## src/rtl/lcd_bus_receiver.sv

```systemverilog
// HD44780-style write-bus responder with a 2x16 DDRAM shadow.
// Ports: clk, reset (async high); bus rs/rw/en/display; read port
// rd_addr -> rd_data (1-cycle); status cursor, busy, entry_inc,
// display_on, err_overrun (sticky).
module lcd_bus_receiver #(
   parameter int CMD_CYCLES   = 4,
   parameter int CLEAR_CYCLES = 40
) (
   input  logic       clk,
   input  logic       reset,
   input  logic       rs,
   input  logic       rw,
   input  logic       en,
   input  logic [7:0] display,
   input  logic [4:0] rd_addr,
   output logic [7:0] rd_data,
   output logic [4:0] cursor,
   output logic       busy,
   output logic       entry_inc,
   output logic       display_on,
   output logic       err_overrun
);

   typedef enum logic [1:0] {
      S_IDLE,
      S_EXEC,
      S_WAIT,
      S_CLEAR
   } state_t;

   localparam int CW = 16;
   localparam logic [CW-1:0] CMD_LOAD = CW'(CMD_CYCLES - 1);
   localparam logic [CW-1:0] CLR_LOAD = CW'(CLEAR_CYCLES - 33);

   state_t        state;
   logic [4:0]    fill;
   logic [CW-1:0] cnt;
   logic          lat_rs;
   logic [7:0]    lat_d;

   // {en, rs, rw, display} travel together so the bus seen
   // with the en=0 sample is the one that belongs to the strobe.
   logic [10:0] sync1;
   logic [10:0] sync2;
   logic        en_prev;
   logic        strobe;
   logic        s_rs;
   logic        s_rw;
   logic [7:0]  s_d;

   logic [7:0]  mem [32];
   logic        mem_we;
   logic [4:0]  mem_wa;
   logic [7:0]  mem_wd;

   always_ff @(posedge clk or posedge reset) begin
      if (reset) begin
         sync1   <= '0;
         sync2   <= '0;
         en_prev <= 1'b0;
      end else begin
         sync1   <= {en, rs, rw, display};
         sync2   <= sync1;
         en_prev <= sync2[10];
      end
   end

   assign strobe = en_prev & ~sync2[10];
   assign s_rs   = sync2[9];
   assign s_rw   = sync2[8];
   assign s_d    = sync2[7:0];

   always_ff @(posedge clk or posedge reset) begin
      if (reset) begin
         state       <= S_CLEAR;
         fill        <= '0;
         cnt         <= '0;
         busy        <= 1'b1;
         cursor      <= '0;
         entry_inc   <= 1'b1;
         display_on  <= 1'b0;
         err_overrun <= 1'b0;
         lat_rs      <= 1'b0;
         lat_d       <= '0;
      end else begin
         // Reads are ignored outright; writes while busy are lost.
         if (strobe && !s_rw && state != S_IDLE)
            err_overrun <= 1'b1;
         unique case (state)
            S_IDLE: begin
               if (strobe && !s_rw) begin
                  lat_rs <= s_rs;
                  lat_d  <= s_d;
                  state  <= S_EXEC;
                  busy   <= 1'b1;
               end
            end
            S_EXEC: begin
               state <= S_WAIT;
               cnt   <= CMD_LOAD;
               if (lat_rs) begin
                  cursor <= entry_inc ? cursor + 5'd1
                                      : cursor - 5'd1;
               end else begin
                  unique casez (lat_d)
                     8'b1???????:
                        cursor <= {lat_d[6], lat_d[3:0]};
                     8'b01??????: begin end
                     8'b001?????: begin end
                     8'b0001????: begin end
                     8'b00001???:
                        display_on <= lat_d[2];
                     8'b000001??:
                        entry_inc <= lat_d[1];
                     8'b0000001?:
                        cursor <= '0;
                     8'b00000001: begin
                        cursor    <= '0;
                        entry_inc <= 1'b1;
                        fill      <= '0;
                        state     <= S_CLEAR;
                     end
                     default: begin end
                  endcase
               end
            end
            S_CLEAR: begin
               fill <= fill + 5'd1;
               if (fill == 5'd31) begin
                  state <= S_WAIT;
                  cnt   <= CLR_LOAD;
               end
            end
            S_WAIT: begin
               if (cnt == '0) begin
                  state <= S_IDLE;
                  busy  <= 1'b0;
               end else begin
                  cnt <= cnt - CW'(1);
               end
            end
            default: state <= S_IDLE;
         endcase
      end
   end

   // The shadow needs no reset: the fill rewrites every entry.
   assign mem_we = (state == S_CLEAR) ||
                   (state == S_EXEC && lat_rs);
   assign mem_wa = (state == S_CLEAR) ? fill : cursor;
   assign mem_wd = (state == S_CLEAR) ? 8'h20 : lat_d;

   always_ff @(posedge clk) begin
      if (mem_we)
         mem[mem_wa] <= mem_wd;
   end

   always_ff @(posedge clk or posedge reset) begin
      if (reset)
         rd_data <= '0;
      else
         rd_data <= mem[rd_addr];
   end

endmodule

```

## config.mk

```make
export PLATFORM = sky130hd
export DESIGN_NAME = lcd_bus_receiver
export DESIGN_NICKNAME = d
export VERILOG_FILES = /design/src/rtl/lcd_bus_receiver.sv
export SDC_FILE = /design/constraint.sdc
export NUM_CORES = 1
export LEC_CHECK = 0
export ABC_AREA = 1
export BUFFER_PORTS_ARGS = -buffer_cell sky130_fd_sc_hd__buf_2
export CAP_MARGIN = 20
export CORE_UTILIZATION = 45
export DETAILED_ROUTE_END_ITERATION = 10
export MAX_ROUTING_LAYER = met4
export SLEW_MARGIN = 20
export SYNTH_ARGS = -nofsm -noshare
export SYNTH_HDL_FRONTEND = slang
export SYNTH_SLANG_ARGS = --single-unit
export TNS_END_PERCENT = 30
```

## constraint.sdc

```tcl
create_clock -name clk -period 2.75 [get_ports clk]
set_input_delay 0.4125 -clock clk [delete_from_list [all_inputs] [get_ports clk]]
set_output_delay 0.4125 -clock clk [all_outputs]
set_load 0.03 [all_outputs]
```

==> results_dict.tcl <==
set metrics [dict create \
    clock_sinks 328 \
    regArea_mm2 0.00949 \
    worstPathRequired_ns 2.97 \
    hold_viol_final 0 \
    setup_violations 0 \
    vias 9291 \
    drcViolationCount 0 \
    fin_crit_sh_pct 83.9 \
    ir_worst_vdd_mv 0.674 \
    grt_usage_pct 22.0 \
    finalSetupTns_ns 0 \
    tightest_slew_ns 0.758 \
    first_pass_iters 5 \
    nFillCells 2639 \
    fin_nets 1396 \
    grt_max_degree 129 \
    fmax_mhz 433 \
    crit_fanout 14 \
    rows 63 \
    io_buffers 34 \
    holdWs_ns 0.218 \
    die_height_um 177 \
    die_x_um 177 \
    syn_to_final_growth_pct 15.0 \
    synthCells 1294 \
    min_path_type "input pin to register" \
    r2r_slack_ns 0.44 \
    clk_pin_slew_ns 0.06 \
    start_util_pct 46.0 \
    slew_headroom_pct 49.5 \
    finalPower_mw 14.5 \
    routed_wl_um 32100 \
    status "complete, no violations" \
    p_per_area_mw_per_mm2 920 \
    vias_per_cell 5.20 \
    maxCapViolCount 0 \
    critPathKind "register to register" \
    critPathArrivalTime_ns 2.53 \
    drt_iter0_drc 843 \
    synth.net_count 1319 \
    core-area_mm2 0.0298 \
    synth-seq-cells 328 \
    synth_area_mm2 0.0137 \
    cts_buffers 35 \
    hpwl_um 19100 \
    end_kind "register" \
    yosys_warnings 0 \
    yosys-top-cells-count "nand2_1, edfxtp_1, nand3_1, nor2_1, dfrtp_1" \
    htreeDepth 2 \
    grt_pass1_vias 9101 \
    globalplace.congestion 0.810 \
    clk_latency_ns 0.51 \
    antenna_found_initial 1 \
    post-route-min-period_ns 2.31 \
    synthArstFlopShare_pct 22.0 \
    multiInputGateArea_mm2 0.00376 \
    yosysMostFrequentCell "nand2_1" \
    ys_top_cells_by_area "edfxtp_1, nand2_1, dfrtp_1" \
    rsz0062_at_grt "no" \
    ant_nets 0 \
    fin_skew_ns 0.0115 \
    layout_setup_ws_ns 0.442 \
    synth_top_cell_by_area "edfxtp_1" \
    placedCellCount 1712 \
    final_cell_area_mm2 0.0158 \
    routedWlPerCell_um 18.0 \
    ioPinCount 35 \
    place_ws_ns 0.455 \
    synth_top_area_share_pct 56.1 \
    ys.flop_type "edfxtp_1" \
    cts-root-buf "clkbuf_16" \
    p_leak_nw 6.38 \
    cts_setup_buffers 0 \
    ys_seq_area_share_pct 69.3 \
    stdcell_count 1788 \
    die_area_mm2 0.0312 \
    critPathLaunchType "register" \
    synth_edf_count 256 \
    drv_slew 0 \
    dpl-instance-area_mm2 0.0145 \
    cts_tree "done" \
    clock_path_buffers 3 \
    synthDistinctLibCells 32 \
    drive_gt1_share_pct 12.1 \
    grt.overflow.total 0 \
    grt_pass1_wl_um 50600 \
    post-route-util_pct 52.9 \
    syn_area_per_cell_um2 10.6 \
]
[final cells by class]
class	count	share of cell area (%)
diodes	1	0.0159
inverters	52	1.25
repair buffers	98	4.57
flip-flops and latches	328	60.2
multi-input cells	856	23.9
well taps	390	3.10
clock buffers	46	6.28
clock inverters	17	0.683
[metal layers]
metal	track usage, %	vias to the layer above	wire length [um]
met1	30.3	4406	14100
met3	3.10	53	2100
met2	34.1	299	15200
li1	-	4533	-
met5	-	-	0
met4	6.14	0	668
[kinds of logic (layout without fill, tap and decap cells)]
kind of cell	count (synthesis)	after routing	synth area share (%)
and+or+nand+nor	790	790	24.1
DFF	328	328	69.3
buffers and inverters	110	213	3.42
AOI/OAI and AO/OA	52	52	2.06
adders and majority gates	7	7	0.694
xor gates and xnor gates	7	7	0.447
other	0	1	0
[repair_timing]
action / CTS / global route
hold endpoints to repair: 40 / 0
gates resized for setup: 0 / 0
hold buffers: 12 / 0
[power breakdown]
part | switching, mW | internal (mW)
combinational | 2.51 | 0.842
clock | 1.84 | 2.63
sequential | 0.271 | 6.41
total | 4.62 | 9.88
[cells in the final DEF, fill, tap and decap left out, types with 4 or more instances in the layout]
master and instances:
a21oi_1 18, buf_2 33, buf_4 50, clkbuf_1 6
clkbuf_16 37, clkinv_1 5, clkinv_2 13, dfrtp_1 68
dfstp_2 4, dlygate4sd3_1 12, edfxtp_1 256, ha_1 6
inv_1 45, inv_2 4, nand2_1 456, nand3_1 225
nand3_2 5, nor2_1 86, nor2_2 8, o21ai_0 16
o21ai_1 10, xor2_1 5
[final timing paths]
path                             from          to  cells after the start
min                        rd_addr[4]  rd_data[0]                      3
min in group asynchronous       reset      cnt[5]                      3
max                          state[1]  mem[13][5]                      8
max reg2reg                  state[1]  mem[13][5]                      8
min reg2reg                  sync1[4]    sync2[4]                      0
max in group asynchronous       reset   entry_inc                      4
[sequential cells by signal, indices dropped and copies added (netlist names)]
register / flops
entry_inc: 1
lat_rs: 1
lat_d: 8
cnt: 16
err_overrun: 1
fill: 5
en_prev: 1
mem: 256
sync2: 11
state: 2
rd_data: 8
cursor: 5
display_on: 1
busy: 1
sync1: 11
[worst max-delay path, stage by stage, from the launching register on]
cell and delay [ns]:
dfstp_2 0.57, nand2_2 0.07, inv_2 0.23, or2_1 0.17, o21ai_2 0.07, nor2_1 0.20
nand2_1 0.16, nor2_1 0.33, buf_4 0.21
(Power assumes the default switching activity.)
